`config.mk`:
```
export PLATFORM = sky130hd
export DESIGN_NAME = rate_divider_ctrl
export DESIGN_NICKNAME = d
export VERILOG_FILES = /design/src/rtl/rate_divider_ctrl.sv
export SDC_FILE = /design/constraint.sdc
export NUM_CORES = 1
export LEC_CHECK = 0
export ABC_AREA = 0
export CAP_MARGIN = 10
export CORE_ASPECT_RATIO = 2
export CORE_MARGIN = 10
export CORE_UTILIZATION = 41
export CTS_CLUSTER_SIZE = 40
export DETAILED_ROUTE_END_ITERATION = 8
export DONT_BUFFER_PORTS = 1
export GPL_TIMING_DRIVEN = 1
export PLACE_DENSITY_LB_ADDON = 0.12
export SYNTH_ARGS = -nofsm -noshare
export SYNTH_HDL_FRONTEND = slang
export SYNTH_SLANG_ARGS = --single-unit
```
`constraint.sdc`:
```
create_clock -name clock -period 3.1 [get_ports clock]
set_clock_uncertainty 0.15 [all_clocks]
set_input_delay 0.31 -clock clock [delete_from_list [all_inputs] [get_ports clock]]
set_output_delay 0.31 -clock clock [all_outputs]
set_load 0.005 [all_outputs]
```
`src/rtl/rate_divider_ctrl.sv`:
```
// Purpose: tick generator for the display counter; free-running divided ticks (RUN) or one tick per key press (STOP).
// Latency: RUN first tick P(speed) edges after entry; STOP step tick 3 edges after the key falls (3+DB_CYCLES with RATE_DIV_DEBOUNCE_EN).
// Backpressure: none; tick is a one-cycle enable the counter must take on the cycle it is high.
module rate_divider_ctrl #(
    parameter int CNT_W     = 28,
    parameter int PERIOD1   = 50_000_000,
    parameter int PERIOD2   = 100_000_000,
    parameter int PERIOD3   = 200_000_000,
    parameter int DB_CYCLES = 1_000_000
) (
    input  logic       clock,
    input  logic       clear_b,
    input  logic       run,
    input  logic [1:0] speed,
    input  logic       step_n,
    output logic       tick,
    output logic       running
);

    typedef enum logic {ST_STOP = 1'b0, ST_RUN = 1'b1} state_t;

    // Reload values are period-1 because the count includes the cycle that sees zero.
    localparam logic [CNT_W-1:0] RLD1 = CNT_W'(PERIOD1 - 1);
    localparam logic [CNT_W-1:0] RLD2 = CNT_W'(PERIOD2 - 1);
    localparam logic [CNT_W-1:0] RLD3 = CNT_W'(PERIOD3 - 1);

    state_t           state;
    state_t           state_nxt;
    logic [CNT_W-1:0] cnt;
    logic [CNT_W-1:0] cnt_nxt;
    logic [CNT_W-1:0] reload;
    logic             tick_nxt;
    logic [1:0]       speed_q;
    logic             s1;
    logic             s2;
    logic             level;
    logic             prev;
    logic             fall;

    // Reload value for the currently selected rate; speed 0 means a tick every cycle.
    always_comb begin
        reload = '0;
        case (speed)
            2'd1:    reload = RLD1;
            2'd2:    reload = RLD2;
            2'd3:    reload = RLD3;
            default: reload = '0;
        endcase
    end

    // Two-flop synchronizer for the raw key; idles high so reset never looks like a press.
    always_ff @(posedge clock or negedge clear_b) begin
        if (!clear_b) begin
            s1 <= 1'b1;
            s2 <= 1'b1;
        end else begin
            s1 <= step_n;
            s2 <= s1;
        end
    end

`ifdef RATE_DIV_DEBOUNCE_EN
    localparam int DB_W = (DB_CYCLES > 1) ? $clog2(DB_CYCLES) : 1;

    logic [DB_W-1:0] db_cnt;
    logic            db;

    // Filtered level follows s2 only after s2 has differed from it for DB_CYCLES straight cycles;
    // any return to the filtered level (a bounce) restarts the count.
    always_ff @(posedge clock or negedge clear_b) begin
        if (!clear_b) begin
            db_cnt <= '0;
            db     <= 1'b1;
        end else if (s2 == db) begin
            db_cnt <= '0;
        end else if (db_cnt == DB_W'(DB_CYCLES - 1)) begin
            db_cnt <= '0;
            db     <= s2;
        end else begin
            db_cnt <= db_cnt + 1'b1;
        end
    end

    assign level = db;
`else
    assign level = s2;
`endif

    // Edge-detect register: one-cycle fall pulse per press, however long the key is held.
    always_ff @(posedge clock or negedge clear_b) begin
        if (!clear_b) begin
            prev <= 1'b1;
        end else begin
            prev <= level;
        end
    end

    assign fall = prev & ~level;

    // State register plus the registered datapath and outputs.
    always_ff @(posedge clock or negedge clear_b) begin
        if (!clear_b) begin
            state   <= ST_STOP;
            cnt     <= '0;
            tick    <= 1'b0;
            running <= 1'b0;
            speed_q <= 2'd0;
        end else begin
            state   <= state_nxt;
            cnt     <= cnt_nxt;
            tick    <= tick_nxt;
            running <= (state_nxt == ST_RUN);
            speed_q <= speed;
        end
    end

    // Next state follows the run switch directly.
    always_comb begin
        state_nxt = state;
        case (state)
            ST_STOP: state_nxt = run ? ST_RUN : ST_STOP;
            ST_RUN:  state_nxt = run ? ST_RUN : ST_STOP;
            default: state_nxt = ST_STOP;
        endcase
    end

    // Counter and tick decisions; entering RUN or changing rate restarts a full period.
    always_comb begin
        cnt_nxt  = cnt;
        tick_nxt = 1'b0;
        case (state)
            ST_STOP: begin
                if (run) begin
                    cnt_nxt = reload;
                end else begin
                    tick_nxt = fall;
                end
            end
            ST_RUN: begin
                if (!run) begin
                    cnt_nxt = cnt;
                end else if (speed != speed_q) begin
                    cnt_nxt = reload;
                end else if (cnt == '0) begin
                    tick_nxt = 1'b1;
                    cnt_nxt  = reload;
                end else begin
                    cnt_nxt = cnt - 1'b1;
                end
            end
            default: begin
                cnt_nxt  = cnt;
                tick_nxt = 1'b0;
            end
        endcase
    end

endmodule

```
==> impl_metrics.py, run 1 <==
metrics = {
    "outcome": {
        "status": "complete, no violations",
    },
    "worst_hold_path": {
        "min_from": "run",
        "hold_class": "in -> reg",
    },
    "sta": {
        "rsz0062_at_grt": "false",
        "period_needed_ns": 2.681,
        "final.setup.tns_ns": 0,
        "fin_crit_sh_pct": 86.49,
        "fmaxAchievable_mhz": 373.0,
        "maxSlewViolCount": 0,
        "finalSetupViolations": 0,
        "worst_pin_slew_ns": 0.6244,
        "fin_ws_ns": 0.4188,
        "relSlewSlack_pct": 57.99,
        "hold_violations": 0,
    },
    "routing": {
        "first_pass_iters": 4,
        "avgViaCountPerCell": 6.512,
        "wire_per_inst_um": 21.59,
        "postRouteAntennaNets": 0,
        "drt_iter0_markers": 198,
        "via_count": 1973,
        "totalWireLength_um": 6541,
        "drc": 0,
    },
    "finish": {
        "stdcell_count": 303,
        "drive_above_1_share_pct": 14.40,
        "regArea_um2": 879.6,
        "multi_input_area_mm2": 0.001256,
        "nFillCells": 516,
        "area_delta_synth_final_pct": 10.70,
        "nets": 254,
        "insertedDiodeCount": 0,
    },
    "worst_setup_path": {
        "cp_cell_sequence": "nor4_4, nand4_1, o31a_2, and3_1, or4_1",
        "crit_start": "cnt[3]",
        "cp_slowest_cell": "o31a_2",
        "cp-end-kind": "flop",
        "cp.arrival_ns": 2.71,
        "r2r-start": "cnt[3]",
        "critPathMaxStageDelay_ns": 0.55,
        "cp_data_required_time_ns": 3.13,
        "worst-setup-path-type": "reg -> reg",
        "path_max_fanout": 23,
        "start_kind": "flop",
    },
    "logic_synthesis": {
        "synth-seq-cells": 35,
        "synth-main-ff-cell": "dfrtp_1",
        "synth_area_leaders": "dfrtp_1, dfstp_2, ha_1, o21ai_0, nor4_1",
        "netlist_instances": 236,
        "synth_edf_count": 0,
        "async_flop_share_pct": 100.0,
        "ys_warn_count": 0,
        "synth_top_family_by_area": "simple AND/OR/NAND/NOR gates",
        "synthesis.area_mm2": 0.002245,
        "synthTopCellsByCount": "dfrtp_1, nand2_1, o21ai_0",
        "synth.distinct_cells": 53,
        "synth_compound_area_share_pct": 20.40,
        "synthSimpleGateAreaFrac_pct": 30.10,
        "synthAdderAreaFrac_pct": 3.344,
        "ys_seq_area_share_pct": 39.19,
        "yosysTopAreaCell": "dfrtp_1",
        "avgSynthCellArea_um2": 9.511,
        "synth_most_common_cell": "dfrtp_1",
        "synth_top_cell_area_share_pct": 35.67,
        "synthMuxAreaShare_pct": 1.338,
        "synth-xor-area-share_pct": 0.7804,
        "synth_nets": 248,
    },
    "die": {
        "core_mm2": 0.005373,
        "fp-row-count": 38,
        "die_area_mm2": 0.009014,
        "die_h_um": 124.6,
        "pin_count": 8,
        "fp.dieW_um": 72.32,
        "start_util_pct": 41.78,
    },
    "cts": {
        "postCtsResizedCells": 0,
        "clk_latency_ns": 0.30,
        "cts_root_buffer": "clkbuf_8",
        "cts_tree": "built",
        "clock-sinks": 35,
        "cts_made_buffers": 5,
        "clockBufferDepth": 2,
        "hold_buffers": 6,
        "cts_setup_buffers": 0,
        "clkTransAtPathRegs_ns": 0.08,
        "h-tree-depth": 2,
    },
    "global_routing": {
        "overflow": 0,
        "grt_usage_pct": 15.04,
        "grt_max_degree": 36,
        "grt_pass1_vias": 1983,
        "antenna_found_initial": 0,
        "grt_pass1_wl_um": 10720,
    },
    "placement": {
        "hpwl_um": 4685,
        "finalWeightedCongestion": 0.9503,
        "placed_cells": 289,
        "dp_slack_ns": 0.4422,
        "port_buffers": 0,
    },
    "power_and_ir_drop": {
        "p_leak_nw": 0.9773,
        "ir_drop_uv": 350.2,
        "power_density_mw_per_mm2": 503.6,
    },
    "run": {
        "max-cap-violations": 0,
    },
}
==> worst max-delay path: cells and delay by family, from the launching register on <==
kind / cells / cell delay [ns]
AND/OR/NAND/NOR: 4 / 1.35
flip-flops: 1 / 0.49
AO/OA/AOI/OAI: 1 / 0.55
==> final cells by class <==
cell class | count | share of cell area, %
clock buffers | 6 | 3.323
clock inverters | 2 | 1.410
inverters | 9 | 1.360
multi-input cells | 178 | 50.55
flip-flops and latches | 35 | 35.40
well taps | 60 | 3.021
repair buffers | 13 | 4.935
==> power by group <==
part / internal, W / switching (W)
combinational: 0.0000953 / 0.000129
sequential: 0.000507 / 0.0000756
clock: 0.000260 / 0.000184
==> logic make-up after synthesis <==
logic type / count (synthesis)
AO/OA/AOI/OAI: 62
adder cells (fa/ha/maj): 6
AND/OR/NAND/NOR: 105
buffers and inverters: 23
multiplexers: 3
XOR/XNOR: 2
flip-flops: 35
==> worst paths after layout <==
path	slack (ns)	to	depth (start not counted)
max	0.42	cnt[25]	5
min	0.004	cnt[6]	1
max reg2reg	0.42	cnt[25]	5
min reg2reg	0.22	level	0
max in group asynchronous	2.25	s1	2
min in group asynchronous	0.30	speed_q[0]	2
==> flip-flops by register name, indices dropped and copies added, names as in the netlist <==
name / flops
cnt: 28
speed_q: 2
level: 1
prev: 1
s1: 1
state: 1
tick: 1
==> through the flow <==
| step | total power, W | utilization (%) | hold slack (ns) | cell area [um^2] |
|---|---|---|---|---|
| 3_3_place_gp | 0.0007939 | 42.76 | -0.1345 | 2297 |
| 5_1_grt | 0.001299 | 46.25 | 0.01364 | 2485 |
| 2_1_floorplan | 0.0007399 | - | -0.1356 | 2245 |
| 6_report | 0.001251 | 46.25 | 0.004234 | 2485 |
| 4_1_cts | 0.001253 | 46.25 | 0.003162 | 2485 |
| 3_5_place_dp | 0.0007943 | 42.76 | -0.1343 | 2297 |
==> cell usage in the layout, fill, tap and decap left out, types with 5 or more instances in the layout <==
cell type	netlist	final
dfrtp_1	32	32
nand2_1	17	17
buf_4	1	7
or4_1	7	7
and3_1	6	6
nand3_1	9	9
dlygate4sd3_1	0	5
nor3_1	6	6
clkbuf_8	0	6
nand4_1	6	6
or3_1	9	9
o21ai_0	15	15
nor2_1	12	12
inv_1	9	9
ha_1	6	6
nor4_1	11	11
==> routing by layer <==
metal / up-vias / track usage [%] / wire [um]
li1: 927 / - / -
met1: 972 / 16.52 / 2494
met2: 53 / 25.56 / 3541
met3: 21 / 2.711 / 244
met4: 0 / 8.706 / 261
met5: - / 0 / 0
Power figures use the tool's default switching activity.
==> inputs of run 2 (changes only) <==
--- a/config.mk
+++ b/config.mk
@@ -15,6 +15,7 @@
 export DONT_BUFFER_PORTS = 1
 export GPL_TIMING_DRIVEN = 1
 export PLACE_DENSITY_LB_ADDON = 0.12
+export RECOVER_POWER = 25
 export SYNTH_ARGS = -nofsm -noshare
 export SYNTH_HDL_FRONTEND = slang
 export SYNTH_SLANG_ARGS = --single-unit
==> run 2 against run 1 <==
Compared with the run above: the run now ends with max-capacitance violations, max-slew violations left; combinational power about the same; first-iteration DRC count decreased by 5.6%; die area did not move; register-to-register slack hardly changed; total power shrank 0.43%; sequential cell count stayed put; worst hold slack better by 0.0043 ns; utilization shrank 0.30 points; design area is 0.65% lower; routed wire length shrank 0.23%; sequential power barely moved; largest cell class unchanged; largest power group unchanged; highest routed layer unchanged.
==> impl_metrics.py, run 2 (synthesis gave the netlist of run 1 again) <==
metrics = {
    "routing": {
        "postRouteAntennaNets": 0,
        "wl_met1_um": 2534,
        "top_layer_used": "met4",
        "wire_per_inst_um": 21.54,
        "totalWireLength_um": 6526,
        "route.met3.wl_um": 202,
        "avgViaCountPerCell": 6.578,
        "drc": 0,
        "first_pass_iters": 4,
        "via_count": 1993,
        "wl_met2_um": 3504,
        "drt_iter0_markers": 187,
    },
    "worst_setup_path": {
        "path_max_fanout": 23,
        "cp.arrival_ns": 2.70,
        "cp_data_required_time_ns": 3.13,
        "start_kind": "flop",
        "worst-setup-path-type": "reg -> reg",
        "cp-end-kind": "flop",
    },
    "finish": {
        "final_common_cell": "dfrtp_1",
        "drive_above_1_share_pct": 13.58,
        "reg_top3": "cnt x28, speed_q x2",
        "insertedDiodeCount": 0,
        "largest_reg_flops": 28,
        "final_cell_mix": "dfrtp_1, nand2_1, o21ai_0, nor2_1, nor4_1",
        "nets": 254,
        "area_delta_synth_final_pct": 9.978,
        "nFillCells": 518,
        "stdcell_count": 303,
        "top_register": "cnt",
    },
    "placement": {
        "port_buffers": 0,
        "placed_cells": 289,
        "hpwl_um": 4685,
        "finalWeightedCongestion": 0.9503,
    },
    "cts": {
        "clk_latency_ns": 0.30,
        "clockBufferDepth": 2,
        "clock-sinks": 35,
        "cts_made_buffers": 5,
        "h-tree-depth": 2,
        "cts_tree": "built",
        "cts_setup_buffers": 0,
        "cts_root_buffer": "clkbuf_8",
        "clkTransAtPathRegs_ns": 0.08,
    },
    "outcome": {
        "violations": "max-capacitance violations, max-slew violations",
        "status": "finished, violations left",
    },
    "power_and_ir_drop": {
        "clkPwrFrac_pct": 35.5,
        "power_density_mw_per_mm2": 504.7,
        "combPwrFrac_pct": 17.8,
        "sw_frac_of_total_pct": 31.01,
        "pwr-share-seq_pct": 46.7,
        "p_leak_nw": 0.9685,
        "switchingPower_w": 0.0003863,
        "ir_drop_uv": 348.7,
        "power.internal_w": 0.0008596,
    },
    "global_routing": {
        "overflow": 0,
        "grt_usage_pct": 15.04,
        "antenna_found_initial": 0,
        "grt_pass1_wl_um": 10720,
        "grt_pass1_vias": 1983,
        "grt_max_degree": 36,
    },
    "worst_hold_path": {
        "hold_class": "in -> reg",
    },
    "sta": {
        "period_needed_ns": 2.673,
        "final.setup.tns_ns": 0,
        "finalSetupViolations": 0,
        "fin_crit_sh_pct": 86.22,
        "fmaxAchievable_mhz": 374.1,
        "hold_violations": 0,
        "worst_pin_slew_ns": 1.988,
        "relSlewSlack_pct": -32.52,
        "maxSlewViolCount": 36,
        "rsz0062_at_grt": "false",
    },
    "die": {
        "fp-row-count": 38,
        "die_area_mm2": 0.009014,
        "core_mm2": 0.005373,
        "start_util_pct": 41.78,
        "pin_count": 8,
        "die_h_um": 124.6,
        "fp.dieW_um": 72.32,
    },
    "run": {
        "max-cap-violations": 1,
    },
}
-- run 2: area by class of cell --
cell class / count / area [um^2] / share of cell area (%)
clock buffers: 6 / 82.58 / 3.345
repair buffers: 13 / 106.4 / 4.308
well taps: 60 / 75.07 / 3.041
multi-input cells: 178 / 1256 / 50.89
clock inverters: 2 / 35.03 / 1.419
flip-flops and latches: 35 / 879.6 / 35.63
inverters: 9 / 33.78 / 1.368
-- run 2: worst paths after layout --
check | startpoint | cells after the start | slack [ns] | endpoint
setup / recovery | cnt[3] | 5 | 0.43 | cnt[25]
hold / removal | run | 1 | 0.008 | cnt[6]
min in group asynchronous | clear_b | 2 | 0.97 | speed_q[0]
setup reg to reg | cnt[3] | 5 | 0.43 | cnt[25]
max in group asynchronous | clear_b | 2 | 0.69 | cnt[1]
hold reg to reg | level | 0 | 0.22 | prev
-- run 2: what timing repair did --
item | 4_1_cts | 5_1_grt
hold buffers | 6 | 0
resized for setup | 0 | 0
hold endpoints to repair | 43 | 0
-- run 2: power by group through the flow --
| stage | logic, W | clock network, W | registers (W) |
|---|---|---|---|
| floorplan | 0.000172 | 0 | 0.000568 |
| global placement | 0.000205 | 0 | 0.000589 |
| detailed placement | 0.000204 | 0 | 0.000590 |
| CTS | 0.000225 | 0.000447 | 0.000581 |
| global route | 0.000245 | 0.000460 | 0.000591 |
| finish | 0.000222 | 0.000442 | 0.000582 |
-- run 2: worst max-delay path, cell delays in order (launching register included) --
cell	delay, ns
dfrtp_1	0.49
nor4_4	0.36
nand4_1	0.24
o31a_2	0.55
and3_1	0.25
or4_1	0.50
-- run 2: layer usage --
| metal | vias to the layer above | global-route usage, % |
|---|---|---|
| met1 | 991 | 16.52 |
| met2 | 54 | 25.56 |
| met5 | - | 0 |
| met4 | 0 | 8.706 |
| li1 | 926 | - |
| met3 | 22 | 2.711 |
-- run 2: metrics by stage --
| stage | utilization (%) | setup slack, ns | instance area, um^2 | total power (W) | hold WS (ns) |
|---|---|---|---|---|---|
| after floorplan | - | 0.7579 | 2245 | 0.0007399 | -0.1356 |
| after global placement | 42.76 | 0.5060 | 2297 | 0.0007939 | -0.1345 |
| after detailed placement | 42.76 | 0.4422 | 2297 | 0.0007943 | -0.1343 |
| after CTS | 46.25 | 0.4320 | 2485 | 0.001253 | 0.003162 |
| after global routing | 45.95 | 0.3061 | 2469 | 0.001296 | 0.01364 |
| final | 45.95 | 0.4270 | 2469 | 0.001246 | 0.008490 |
